File: config.mk
export PLATFORM = sky130hd
export DESIGN_NAME = pipe_stage_skid_flat
export DESIGN_NICKNAME = d
export VERILOG_FILES = /design/src/rtl/pipe_pkg.sv /design/src/rtl/pipe_stage_skid_if.sv /design/src/rtl/pipe_slot.sv /design/src/rtl/pipe_stage_skid.sv /design/src/flat_wrapper.sv
export SDC_FILE = /design/constraint.sdc
export NUM_CORES = 1
export LEC_CHECK = 0
export ABC_AREA = 1
export CORE_AREA = 5 5 147 121
export CTS_CLUSTER_SIZE = 28
export DETAILED_ROUTE_END_ITERATION = 8
export DIE_AREA = 0 0 152 126
export PLACE_DENSITY = 0.79
export SLEW_MARGIN = 15
export SYNTH_ARGS = -nofsm -noshare
export SYNTH_HDL_FRONTEND = slang
export SYNTH_SLANG_ARGS = --single-unit
File: constraint.sdc
create_clock -name clk -period 6.7 [get_ports clk]
set_input_delay 0.67 -clock clk [delete_from_list [all_inputs] [get_ports clk]]
set_output_delay 0.67 -clock clk [all_outputs]
set_load 0.01 [all_outputs]
File: src/rtl/pipe_pkg.sv
// Shared definitions for elastic pipeline stage registers.
// Provides the occupancy state encoding, ID/EX control bit positions and the
// default bundle widths used at each stage boundary.
package pipe_pkg;

    // Occupancy state; the encoding doubles as the occupancy count.
    typedef enum logic [1:0] {
        PS_EMPTY = 2'd0,
        PS_ONE   = 2'd1,
        PS_TWO   = 2'd2
    } pipe_state_e;

    // ID/EX control bundle bit positions.
    localparam int unsigned CTRL_REG_WRITE  = 0;
    localparam int unsigned CTRL_MEM_READ   = 1;
    localparam int unsigned CTRL_MEM_WRITE  = 2;
    localparam int unsigned CTRL_ALU_OP_LSB = 3;
    localparam int unsigned CTRL_ALU_OP_MSB = 5;
    localparam int unsigned CTRL_ALU_SRC    = 6;
    localparam int unsigned CTRL_BRANCH     = 7;
    localparam int unsigned CTRL_STR_IND    = 8;

    // Default bundle widths per stage boundary.
    localparam int unsigned IFID_CTRL_W  = 1;
    localparam int unsigned IFID_DATA_W  = 64;
    localparam int unsigned IDEX_CTRL_W  = 9;
    localparam int unsigned IDEX_DATA_W  = 79;
    localparam int unsigned EXMEM_CTRL_W = 4;
    localparam int unsigned EXMEM_DATA_W = 53;
    localparam int unsigned MEMWB_CTRL_W = 2;
    localparam int unsigned MEMWB_DATA_W = 37;

endpackage : pipe_pkg

File: src/rtl/pipe_stage_skid_if.sv
// Valid/ready handshake channel carrying a control and a data bundle.
// master: drives valid/ctrl/data, receives ready.
// slave : receives valid/ctrl/data, drives ready.
interface pipe_stage_skid_if #(
    parameter int unsigned CTRL_WIDTH = pipe_pkg::IDEX_CTRL_W,
    parameter int unsigned DATA_WIDTH = pipe_pkg::IDEX_DATA_W
);
    logic                  valid;
    logic                  ready;
    logic [CTRL_WIDTH-1:0] ctrl;
    logic [DATA_WIDTH-1:0] data;

    modport master (
        output valid,
        output ctrl,
        output data,
        input  ready
    );

    modport slave (
        input  valid,
        input  ctrl,
        input  data,
        output ready
    );

endinterface : pipe_stage_skid_if

File: src/rtl/pipe_slot.sv
// One storage slot of the skid buffer: a {ctrl, data} register with a load
// enable and independent clear enables for the ctrl and data fields.
// Ports: clk, reset (async active-high, zeroes both fields), load, clr_ctrl,
//        clr_data (clears win over load), d_ctrl/d_data in, q_ctrl/q_data out.
module pipe_slot #(
    parameter int unsigned CTRL_WIDTH = 9,
    parameter int unsigned DATA_WIDTH = 79
) (
    input  logic                  clk,
    input  logic                  reset,
    input  logic                  load,
    input  logic                  clr_ctrl,
    input  logic                  clr_data,
    input  logic [CTRL_WIDTH-1:0] d_ctrl,
    input  logic [DATA_WIDTH-1:0] d_data,
    output logic [CTRL_WIDTH-1:0] q_ctrl,
    output logic [DATA_WIDTH-1:0] q_data
);

    // Control field.
    always_ff @(posedge clk or posedge reset) begin
        if (reset) begin
            q_ctrl <= '0;
        end else if (clr_ctrl) begin
            q_ctrl <= '0;
        end else if (load) begin
            q_ctrl <= d_ctrl;
        end
    end

    // Data field.
    always_ff @(posedge clk or posedge reset) begin
        if (reset) begin
            q_data <= '0;
        end else if (clr_data) begin
            q_data <= '0;
        end else if (load) begin
            q_data <= d_data;
        end
    end

endmodule : pipe_slot

File: src/rtl/pipe_stage_skid.sv
// Elastic pipeline stage register with a two-entry skid buffer.
// Back-pressure is absorbed by the skid slot, so up.ready depends on the
// state register only and never on dn.ready.
// Ports:
//   clk        rising-edge clock
//   reset      asynchronous active-high reset
//   flush      squash held entries and any same-cycle input
//   up         slave side of the upstream channel (valid/ctrl/data in, ready out)
//   dn         master side of the downstream channel (valid/ctrl/data out, ready in)
//   occupancy  number of held entries (0..2)
// Optional macro: PIPE_ZERO_ON_FLUSH_EN -- flush also zeroes both data slots.
module pipe_stage_skid
    import pipe_pkg::*;
#(
    parameter int unsigned CTRL_WIDTH = IDEX_CTRL_W,
    parameter int unsigned DATA_WIDTH = IDEX_DATA_W
) (
    input  logic                    clk,
    input  logic                    reset,
    input  logic                    flush,
    pipe_stage_skid_if.slave        up,
    pipe_stage_skid_if.master       dn,
    output logic [1:0]              occupancy
);

    pipe_state_e state_q;
    pipe_state_e state_d;

    logic                  up_ready;
    logic                  dn_valid;
    logic                  accept;
    logic                  pop;

    logic                  head_load;
    logic                  head_from_skid;
    logic                  head_clr_ctrl;
    logic                  skid_load;
    logic                  skid_clr_ctrl;
    logic                  data_clr;

    logic [CTRL_WIDTH-1:0] head_d_ctrl;
    logic [DATA_WIDTH-1:0] head_d_data;
    logic [CTRL_WIDTH-1:0] head_ctrl;
    logic [DATA_WIDTH-1:0] head_data;
    logic [CTRL_WIDTH-1:0] skid_ctrl;
    logic [DATA_WIDTH-1:0] skid_data;

    // Handshake terms derived from the state register only.
    assign up_ready = (state_q != PS_TWO);
    assign dn_valid = (state_q != PS_EMPTY);
    assign accept   = up.valid & up_ready & ~flush;
    assign pop      = dn_valid & dn.ready;

    // State register.
    always_ff @(posedge clk or posedge reset) begin
        if (reset) begin
            state_q <= PS_EMPTY;
        end else begin
            state_q <= state_d;
        end
    end

    // Next-state and slot control.
    always_comb begin
        state_d        = state_q;
        head_load      = 1'b0;
        head_from_skid = 1'b0;
        head_clr_ctrl  = 1'b0;
        skid_load      = 1'b0;
        skid_clr_ctrl  = 1'b0;
        data_clr       = 1'b0;

        if (flush) begin
            // Any same-cycle pop is already owned by downstream.
            state_d       = PS_EMPTY;
            head_clr_ctrl = 1'b1;
            skid_clr_ctrl = 1'b1;
`ifdef PIPE_ZERO_ON_FLUSH_EN
            data_clr      = 1'b1;
`else
            data_clr      = 1'b0;
`endif
        end else begin
            case (state_q)
                PS_EMPTY: begin
                    if (accept) begin
                        state_d   = PS_ONE;
                        head_load = 1'b1;
                    end
                end
                PS_ONE: begin
                    if (accept && pop) begin
                        head_load = 1'b1;
                    end else if (accept) begin
                        state_d   = PS_TWO;
                        skid_load = 1'b1;
                    end else if (pop) begin
                        state_d       = PS_EMPTY;
                        head_clr_ctrl = 1'b1;
                        skid_clr_ctrl = 1'b1;
                    end
                end
                PS_TWO: begin
                    if (pop) begin
                        state_d        = PS_ONE;
                        head_load      = 1'b1;
                        head_from_skid = 1'b1;
                    end
                end
                default: begin
                    state_d = PS_EMPTY;
                end
            endcase
        end
    end

    // Head refills from the skid slot when draining, else from upstream.
    assign head_d_ctrl = head_from_skid ? skid_ctrl : up.ctrl;
    assign head_d_data = head_from_skid ? skid_data : up.data;

    pipe_slot #(
        .CTRL_WIDTH (CTRL_WIDTH),
        .DATA_WIDTH (DATA_WIDTH)
    ) u_head (
        .clk      (clk),
        .reset    (reset),
        .load     (head_load),
        .clr_ctrl (head_clr_ctrl),
        .clr_data (data_clr),
        .d_ctrl   (head_d_ctrl),
        .d_data   (head_d_data),
        .q_ctrl   (head_ctrl),
        .q_data   (head_data)
    );

    pipe_slot #(
        .CTRL_WIDTH (CTRL_WIDTH),
        .DATA_WIDTH (DATA_WIDTH)
    ) u_skid (
        .clk      (clk),
        .reset    (reset),
        .load     (skid_load),
        .clr_ctrl (skid_clr_ctrl),
        .clr_data (data_clr),
        .d_ctrl   (up.ctrl),
        .d_data   (up.data),
        .q_ctrl   (skid_ctrl),
        .q_data   (skid_data)
    );

    // Masking keeps stale enables off the bus even if a slot is ever dirty.
    assign up.ready  = up_ready;
    assign dn.valid  = dn_valid;
    assign dn.ctrl   = head_ctrl & {CTRL_WIDTH{dn_valid}};
    assign dn.data   = head_data;
    assign occupancy = 2'(state_q);

endmodule : pipe_stage_skid
File: src/flat_wrapper.sv
// flat-port wrapper written by rule: the top's interface ports become plain ports
module pipe_stage_skid_flat import pipe_pkg::*;
#(
    parameter int unsigned CTRL_WIDTH = IDEX_CTRL_W,
    parameter int unsigned DATA_WIDTH = IDEX_DATA_W
)
  (clk, reset, flush, occupancy, up_valid, up_ctrl, up_data, up_ready, dn_valid, dn_ctrl, dn_data, dn_ready);
  pipe_stage_skid_if #(.CTRL_WIDTH(CTRL_WIDTH), .DATA_WIDTH(DATA_WIDTH)) up_i ();
  pipe_stage_skid_if #(.CTRL_WIDTH(CTRL_WIDTH), .DATA_WIDTH(DATA_WIDTH)) dn_i ();
  input  logic clk;
  input  logic reset;
  input  logic flush;
  output logic [1:0] occupancy;
  input wire logic [$bits(up_i.valid)-1:0] up_valid;
  input wire logic [$bits(up_i.ctrl)-1:0] up_ctrl;
  input wire logic [$bits(up_i.data)-1:0] up_data;
  output wire logic [$bits(up_i.ready)-1:0] up_ready;
  output wire logic [$bits(dn_i.valid)-1:0] dn_valid;
  output wire logic [$bits(dn_i.ctrl)-1:0] dn_ctrl;
  output wire logic [$bits(dn_i.data)-1:0] dn_data;
  input wire logic [$bits(dn_i.ready)-1:0] dn_ready;
  assign up_i.valid = up_valid;
  assign up_i.ctrl = up_ctrl;
  assign up_i.data = up_data;
  assign up_ready = up_i.ready;
  assign dn_valid = dn_i.valid;
  assign dn_ctrl = dn_i.ctrl;
  assign dn_data = dn_i.data;
  assign dn_i.ready = dn_ready;
  pipe_stage_skid #(.CTRL_WIDTH(CTRL_WIDTH), .DATA_WIDTH(DATA_WIDTH)) u_core (.clk(clk), .reset(reset), .flush(flush), .up(up_i), .dn(dn_i), .occupancy(occupancy));
endmodule
==> results_dict.tcl, run 1 <==
set metrics [dict create \
    holdWs_ns 0.475 \
    synth-seq-area-share_pct 56.7 \
    fin_crit_sh_pct 50.2 \
    core-area_mm2 0.0162 \
    nNetsFinal 1245 \
    peakVddDrop_mv 0.197 \
    min_path_type "reg2reg" \
    cts_buffer_depth 2 \
    cts_max_level 4 \
    synth_top_area_share_pct 56.7 \
    grt_first_pass_wirelength_um 32400 \
    tightest_slew_ns 1.01 \
    clock_skew_ns 0.0142 \
    setup_viol 0 \
    synth_nets 1095 \
    syn2layout_area_growth_pct 32.4 \
    synth_area_mm2 0.00786 \
    power_leakage_nw 5.20 \
    post-synth-top-area-cell "dfrtp_1" \
    cp_common_cell "nand2_1" \
    post-cts-setup-buffer-count 0 \
    ctsHoldBuffers 0 \
    worstSetupStartpointType "input pin" \
    cp_num_buf_inv 2 \
    grt_pass1_vias 6335 \
    first_pass_iters 5 \
    cts_resized 0 \
    cp.depth 7 \
    rr_worst_depth 6 \
    grt.overflow.total 0 \
    antenna_found_initial 0 \
    drt_iter0_markers 529 \
    dieArea_mm2 0.0192 \
    placementRows 42 \
    path_delay_family "simple AND/OR/NAND/NOR gates" \
    cp_max_fo 94 \
    layout_min_cycle_time_ns 3.37 \
    die_y_um 126 \
    hold_viol 0 \
    wl_um 19700 \
    clk_pin_slew_ns 0.07 \
    ys_ff_latch 178 \
    whs_path_depth 2 \
    seq_area_mm2 0.00445 \
    vias 6775 \
    critPathRequiredTime_ns 7.06 \
    start_util_pct 48.6 \
    crit_slowest_cell "nand3_4" \
    maxSlewViolCount 0 \
    avgSynthCellArea_um2 7.84 \
    rsz0062_at_grt "false" \
    num_io_pins 185 \
    preCtsSetupSlack_ns 2.96 \
    ant_nets 0 \
    die_w_um 152 \
    place.gp.congestion 0.811 \
    ys.warnings.count 0 \
    portBuffers 184 \
    gr-usage-all-layers_pct 20.7 \
    end_kind "register" \
    cpPeakStageDelay_ns 0.74 \
    cts.sinks 178 \
    drive_gt1_share_pct 3.52 \
    cts_buffers 17 \
    diodes 0 \
    dp_hpwl_um 12400 \
    drv_cap 0 \
    ys_types 15 \
    fmax_mhz 297 \
    slew_headroom_pct 32.5 \
    postSynthCellCount 1002 \
    critPathArrivalTime_ns 3.72 \
    fin_setup_tns_ns 0 \
    synth.area.top_cells "dfrtp_1 57%, nand2_1 22%, o21ai_0 10%" \
    drc 0 \
    grt_max_degree 115 \
    fill_cells 1393 \
    wl_per_cell_um 14.2 \
    cts_root_buf "clkbuf_16" \
    tritoncts "built" \
    vias_per_cell 4.90 \
    status "finished, final reports clean" \
    cp_cell_sequence "clkdlybuf4s50_1, nor2_1, nand3_4, buf_4, o21ai_0, nand2_1, nand2_1" \
    p_per_area_mw_per_mm2 334 \
    worst_slack_ns 3.33 \
    multi_input_area_mm2 0.00279 \
    criticalPathCategory "in2reg" \
    clock_latency_ns 0.42 \
]
==> final timing paths <==
path,startpoint,slack [ns],to
worst max-delay path,flush,3.33,u_core.u_head.q_data[7]$_DFFE_PP0P_
worst min-delay path,u_core.u_head.q_data[26]$_DFFE_PP0P_,0.48,u_core.u_head.q_data[26]$_DFFE_PP0P_
worst max register to register,u_core.occupancy[1]$_DFFE_PP0P_,3.57,u_core.u_skid.q_data[43]$_DFFE_PP0P_
worst min register to register,u_core.u_head.q_data[26]$_DFFE_PP0P_,0.48,u_core.u_head.q_data[26]$_DFFE_PP0P_
max in group asynchronous,reset,4.35,u_core.u_skid.q_data[56]$_DFFE_PP0P_
min in group asynchronous,reset,0.79,u_core.u_head.q_data[57]$_DFFE_PP0P_
==> metal layers <==
layer  vias up  share of wire [%]  GRT usage [%]
met3        19                6.1           5.32
li1       3385                  -              -
met1      3171                 47           29.6
met5         -                  0              0
met4         0                1.4           6.29
met2       200                 45           31.2
==> logic make-up (layout without fill, tap and decap cells) <==
family                 count (synthesis)  after routing  share of synthesized area [%]
AO/OA/AOI/OAI                        160            160                           10.2
buffers and inverters                157            319                           8.10
flip-flops                           178            178                           56.7
AND/OR/NAND/NOR                      507            507                           25.0
==> sequential cells by signal (all words and copies together) (netlist names) <==
signal,count
u_core.occupancy,2
u_core.u_head.q_data,79
u_core.u_skid.q_ctrl,9
u_core.u_skid.q_data,79
u_core.u_head.q_ctrl,9
==> area by class of cell <==
type | count | area share, %
clock inverter | 9 | 1.47
timing repair buffer | 190 | 18.1
multi-input combinational | 667 | 26.8
tap | 220 | 2.65
inverter | 98 | 3.61
clock buffer | 22 | 4.56
sequential | 178 | 42.8
==> cell usage after synthesis <==
library cell and instances:
inv_2 2, nand3_1 23, a21oi_2 1, nor2_1 13
nand4_1 10, dfrtp_1 178, clkbuf_1 27, nand3_2 1
o21ai_1 2, clkinv_1 1, nand2_1 460, o21ai_0 157
inv_1 95, buf_2 29, buf_4 3
==> stage by stage <==
stage / cells / power (mW) / instance area (µm²) / utilization, %
finish: 1384 / 3.48 / 10400 / 64.3
global placement: 1353 / 2.40 / 9780 / 60.4
floorplan: 1002 / 1.97 / 7860 / -
global route: 1384 / 3.68 / 10400 / 64.3
detailed placement: 1353 / 2.43 / 9780 / 60.4
CTS: 1384 / 3.50 / 10400 / 64.3
==> worst min-delay path, delay by kind of cell, from the launching register on <==
| family | cells | cell delay [ns] |
|---|---|---|
| flops | 1 | 0.34 |
| simple gates | 2 | 0.10 |
==> cell usage in the layout, fill, tap and decap left out, drive strengths merged <==
cell	n
buf	6
nand4	10
bufinv	4
o21ai	159
clkdlybuf4s50	184
nand2	460
dfrtp	178
inv	98
a21oi	1
clkbuf	22
nand3	24
clkinv	5
nor2	13
==> power by group <==
group | switching, mW | internal [mW]
sequential | 0.141 | 1.41
combinational | 0.434 | 0.426
clock | 0.412 | 0.653
Note: power is estimated with default switching activity, not from simulation.
==> run 2: changes to the inputs <==
==> constraint.sdc (replaced) <==
create_clock -name clk -period 3.3 [get_ports clk]
set_input_delay 0.33 -clock clk [delete_from_list [all_inputs] [get_ports clk]]
set_output_delay 0.33 -clock clk [all_outputs]
set_load 0.01 [all_outputs]
==> run 2 against run 1 <==
Net effect:
- count of clock-buffer cells in the layout fell by 1
- largest power group unchanged
- critical path depth fell by 2
- largest cell class unchanged
- highest routed layer unchanged
- wire length rose by 1.1%
- critical endpoint is now dn_ctrl[3]
==> results_dict.tcl, run 2 (synthesized netlist as in run 1, its figures left out) <==
set metrics [dict create \
    dieArea_mm2 0.0192 \
    clk_pin_slew_ns 0.06 \
    placementRows 42 \
    drive_gt1_share_pct 4.35 \
    drt_iter0_markers 467 \
    post-cts-setup-buffer-count 0 \
    start_util_pct 48.6 \
    multi_input_area_mm2 0.00279 \
    vias_per_cell 4.91 \
    tritoncts "built" \
    grt.overflow.total 0 \
    maxSlewViolCount 0 \
    drc 0 \
    grt_max_degree 89 \
    cts_root_buf "clkbuf_16" \
    top_regs "u_core.u_head.q_data: 79 flops, u_core.u_skid.q_data: 79 flops" \
    vias 6838 \
    worstSetupStartpointType "register" \
    critPathRequiredTime_ns 2.97 \
    grt_pass1_vias 6578 \
    fin_util_pct 65.2 \
    fmax_mhz 382 \
    slew_headroom_pct 34.0 \
    power_leakage_nw 5.26 \
    final_cell_mix "460 x nand2_1, 184 x clkdlybuf4s50_1, 178 x dfrtp_1" \
    fin_setup_tns_ns 0 \
    setup_viol 0 \
    cts_buffer_depth 2 \
    p_per_area_mw_per_mm2 662 \
    drv_cap 0 \
    wl_um 19900 \
    gr-usage-all-layers_pct 20.8 \
    final_common_cell "nand2_1" \
    dp.cells 1364 \
    finalNonFillerCells 1393 \
    cts.sinks 178 \
    ctsHoldBuffers 0 \
    layout_min_cycle_time_ns 2.62 \
    cts_resized 0 \
    dp_hpwl_um 13000 \
    diodes 0 \
    critPathArrivalTime_ns 2.29 \
    fin_crit_sh_pct 79.4 \
    nNetsFinal 1256 \
    criticalPathCategory "reg2out" \
    die_w_um 152 \
    antenna_found_initial 0 \
    clock_skew_ns 0.0114 \
    clock_latency_ns 0.42 \
    syn2layout_area_growth_pct 34.2 \
    status "finished, final reports clean" \
    holdWs_ns 0.419 \
    cts_max_level 4 \
    power_mw 6.98 \
    rsz0062_at_grt "false" \
    die_y_um 126 \
    seq_area_mm2 0.00445 \
    core-area_mm2 0.0162 \
    portBuffers 184 \
    ant_nets 0 \
    place.gp.congestion 0.817 \
    hold_viol 0 \
    wl_per_cell_um 14.3 \
    cts_buffers 17 \
    cp_max_fo 17 \
    min_path_type "in2async" \
    fill_cells 1394 \
    startpoint "u_core.occupancy[1]$_DFFE_PP0P_" \
    end_kind "output port" \
    tightest_slew_ns 0.990 \
    peakVddDrop_mv 0.363 \
    first_pass_iters 4 \
    r2r_start "u_core.occupancy[1]$_DFFE_PP0P_" \
    grt_first_pass_wirelength_um 32800 \
    num_io_pins 185 \
]
-- run 2: final timing paths --
check,end,slack [ns],cells after the start
setup / recovery,dn_ctrl[3],0.68,5
hold / removal,u_core.u_head.q_data[14]$_DFFE_PP0P_,0.42,2
setup reg to reg,u_core.u_head.q_data[26]$_DFFE_PP0P_,1.03,7
hold reg to reg,u_core.u_head.q_data[20]$_DFFE_PP0P_,0.48,2
max in group asynchronous,u_core.u_skid.q_data[6]$_DFFE_PP0P_,2.10,3
min in group clk,u_core.u_head.q_data[20]$_DFFE_PP0P_,0.48,2
-- run 2: worst max-delay path, cell delays in order (launching register included) --
cell,delay [ns]
dfrtp_1,0.71
inv_1,0.08
nand2_1,0.13
clkinv_1,0.22
nor2_1,0.15
clkdlybuf4s50_1,0.58
-- run 2: routing by layer --
layer	track usage, %	up-vias	share of wire [%]
li1	-	3408	-
met5	0	-	0
met3	5.66	17	6.4
met4	5.50	0	1.2
met1	28.6	3220	46
met2	33.1	193	47
-- run 2: report_power, final --
| group | switching (mW) | total [mW] | internal, mW |
|---|---|---|---|
| clock | 0.825 | 2.07 | 1.24 |
| combinational | 0.886 | 1.77 | 0.882 |
| sequential | 0.282 | 3.15 | 2.86 |
-- run 2: metrics by stage --
stage | area, µm² | setup slack, ns
6_report | 10500 | 0.679
5_1_grt | 10500 | 0.454
4_1_cts | 10500 | 0.677
3_5_place_dp | 9950 | 0.769
3_3_place_gp | 9950 | 0.836
2_1_floorplan | 7860 | 0.689
-- run 2: cell type report --
type	instances	share of cell area, %
repair buffers	201	19.5
multi-input cells	667	26.4
inverters	98	3.55
flip-flops and latches	178	42.2
clock inverters	8	1.21
well taps	220	2.61
clock buffers	21	4.46
==> run 3: changes to the inputs <==
--- a/config.mk
+++ b/config.mk
@@ -6,11 +6,11 @@
 export NUM_CORES = 1
 export LEC_CHECK = 0
 export ABC_AREA = 1
-export CORE_AREA = 5 5 147 121
+export CORE_AREA = 5 5 154 127
 export CTS_CLUSTER_SIZE = 28
 export DETAILED_ROUTE_END_ITERATION = 8
-export DIE_AREA = 0 0 152 126
-export PLACE_DENSITY = 0.79
+export DIE_AREA = 0 0 159 132
+export PLACE_DENSITY = 0.75
 export SLEW_MARGIN = 15
 export SYNTH_ARGS = -nofsm -noshare
 export SYNTH_HDL_FRONTEND = slang
==> constraint.sdc (replaced) <==
create_clock -name clk -period 2.35 [get_ports clk]
set_input_delay 0.235 -clock clk [delete_from_list [all_inputs] [get_ports clk]]
set_output_delay 0.235 -clock clk [all_outputs]
set_load 0.01 [all_outputs]
==> run 3 against run 2 <==
Net effect:
- sequential cell count is the same
- design area grew 0.53%
- worst setup slack lost 0.51 ns
- clock power grew 34%
- combinational power grew 41%
- final cell count grew 1.0%
- hold slack lost 0.33 ns
- clock skew shrank 0.0025 ns
- utilization shrank 5.5 points
- largest power group unchanged
==> results_dict.tcl, run 3 (synthesized netlist as in run 1, its figures left out) <==
set metrics [dict create \
    cts.sinks 178 \
    start_util_pct 44.2 \
    die_w_um 159 \
    worstSetupStartpointType "register" \
    grt_first_pass_wirelength_um 33600 \
    cp_max_fo 9 \
    place.gp.congestion 0.862 \
    antenna_found_initial 1 \
    min_path_type "in2async" \
    placementRows 44 \
    tightest_slew_ns 0.577 \
    wl_per_cell_um 14.0 \
    fin_util_pct 59.6 \
    setup_viol 0 \
    slew_headroom_pct 61.6 \
    drv_cap 0 \
    fmax_mhz 459 \
    cts_root_buf "clkbuf_16" \
    critPathRequiredTime_ns 2.12 \
    nNetsFinal 1257 \
    tritoncts "built" \
    cts_buffer_depth 2 \
    first_pass_iters 5 \
    core-area_mm2 0.0178 \
    end_kind "output port" \
    clock_skew_ns 0.00884 \
    cts_buffers 17 \
    layout_min_cycle_time_ns 2.18 \
    cts_max_level 4 \
    grt_pass1_vias 6657 \
    hold_viol 0 \
    num_io_pins 185 \
    drt_iter0_markers 467 \
    criticalPathCategory "reg2out" \
    grt_max_degree 103 \
    clk_pin_slew_ns 0.06 \
    power_leakage_nw 5.26 \
    final_cell_mix "460 x nand2_1, 184 x clkdlybuf4s50_1, 177 x dfrtp_1" \
    maxSlewViolCount 0 \
    vias_per_cell 4.86 \
    multi_input_area_mm2 0.00279 \
    p_per_area_mw_per_mm2 913 \
    final_common_cell "nand2_1" \
    drive_gt1_share_pct 4.68 \
    holdWs_ns 0.0870 \
    ctsHoldBuffers 0 \
    peakVddDrop_mv 0.461 \
    drc 0 \
    wl_um 19800 \
    vias 6837 \
    top_regs "u_core.u_head.q_data: 79 flops, u_core.u_skid.q_data: 79 flops" \
    fill_cells 1510 \
    gr-usage-all-layers_pct 19.2 \
    syn2layout_area_growth_pct 34.9 \
    critPathArrivalTime_ns 1.94 \
    dp_hpwl_um 13200 \
    fin_crit_sh_pct 92.7 \
    die_y_um 132 \
    clock_latency_ns 0.42 \
    ant_nets 0 \
    portBuffers 184 \
    grt.overflow.total 0 \
    rsz0062_at_grt "false" \
    dieArea_mm2 0.0210 \
    seq_area_mm2 0.00446 \
    post-cts-setup-buffer-count 0 \
    status "finished, final reports clean" \
]
-- run 3: cell type report --
cell class | count | area share (%)
flip-flops and latches | 178 | 42.0
multi-input cells | 667 | 26.3
repair buffers | 202 | 19.9
clock buffers | 20 | 4.21
inverters | 98 | 3.56
well taps | 230 | 2.71
clock inverters | 11 | 1.23
diodes | 1 | 0.0236
-- run 3: worst paths after layout --
path	cells past startpoint	endpoint	from	slack, ns
setup / recovery	5	dn_ctrl[8]	u_core.occupancy[0]$_DFFE_PP0P_	0.17
min in group clk	3	u_core.u_skid.q_ctrl[4]$_DFFE_PP0P_	up_ctrl[4]	0.40
setup reg to reg	8	u_core.u_head.q_ctrl[3]$_DFFE_PP0P_	u_core.occupancy[0]$_DFFE_PP0P_	0.64
hold / removal	2	u_core.u_skid.q_ctrl[4]$_DFFE_PP0P_	reset	0.09
max in group asynchronous	3	u_core.u_skid.q_data[50]$_DFFE_PP0P_	reset	1.69
hold reg to reg	2	u_core.u_head.q_data[65]$_DFFE_PP0P_	u_core.u_head.q_data[65]$_DFFE_PP0P_	0.48
-- run 3: through the flow --
stage	setup WS, ns	instances	total power, mW	instance area (µm²)	setup TNS, ns
6_report	0.171	1407	9.68	10600	0
5_1_grt	0.0192	1407	10.3	10600	0
4_1_cts	0.0789	1406	9.80	10600	0
3_5_place_dp	0.299	1375	6.97	10000	0
3_3_place_gp	0.333	1375	6.87	10000	0
2_1_floorplan	-0.166	1002	5.61	7860	-29.48
-- run 3: where the power goes --
part           switching [mW]  internal [mW]  leakage [nW]
Combinational            1.25           1.25          2.78
Sequential              0.387           4.02          2.21
Clock                    1.17           1.60         0.269
Total                    2.81           6.87          5.26
-- run 3: per-layer routing --
layer | GRT usage, % | part of all wire [%] | vias up
met2 | 29.2 | 45 | 189
li1 | - | - | 3411
met3 | 5.13 | 6.4 | 17
met4 | 5.07 | 0.91 | 0
met1 | 27.5 | 47 | 3220
met5 | 0 | 0 | -
-- run 3: timing repair --
action / in CTS / in global routing
setup endpoints to repair: 0 / 9
endpoints found under the hold margin: 0 / 0
gates resized for setup: 0 / 2
-- run 3: worst max-delay path: stages, from the launching register on --
cell             delay, ns
dfrtp_1               0.43
inv_1                 0.08
nand2_1               0.14
clkinvlp_4            0.19
nor2_1                0.12
clkdlybuf4s50_1       0.57
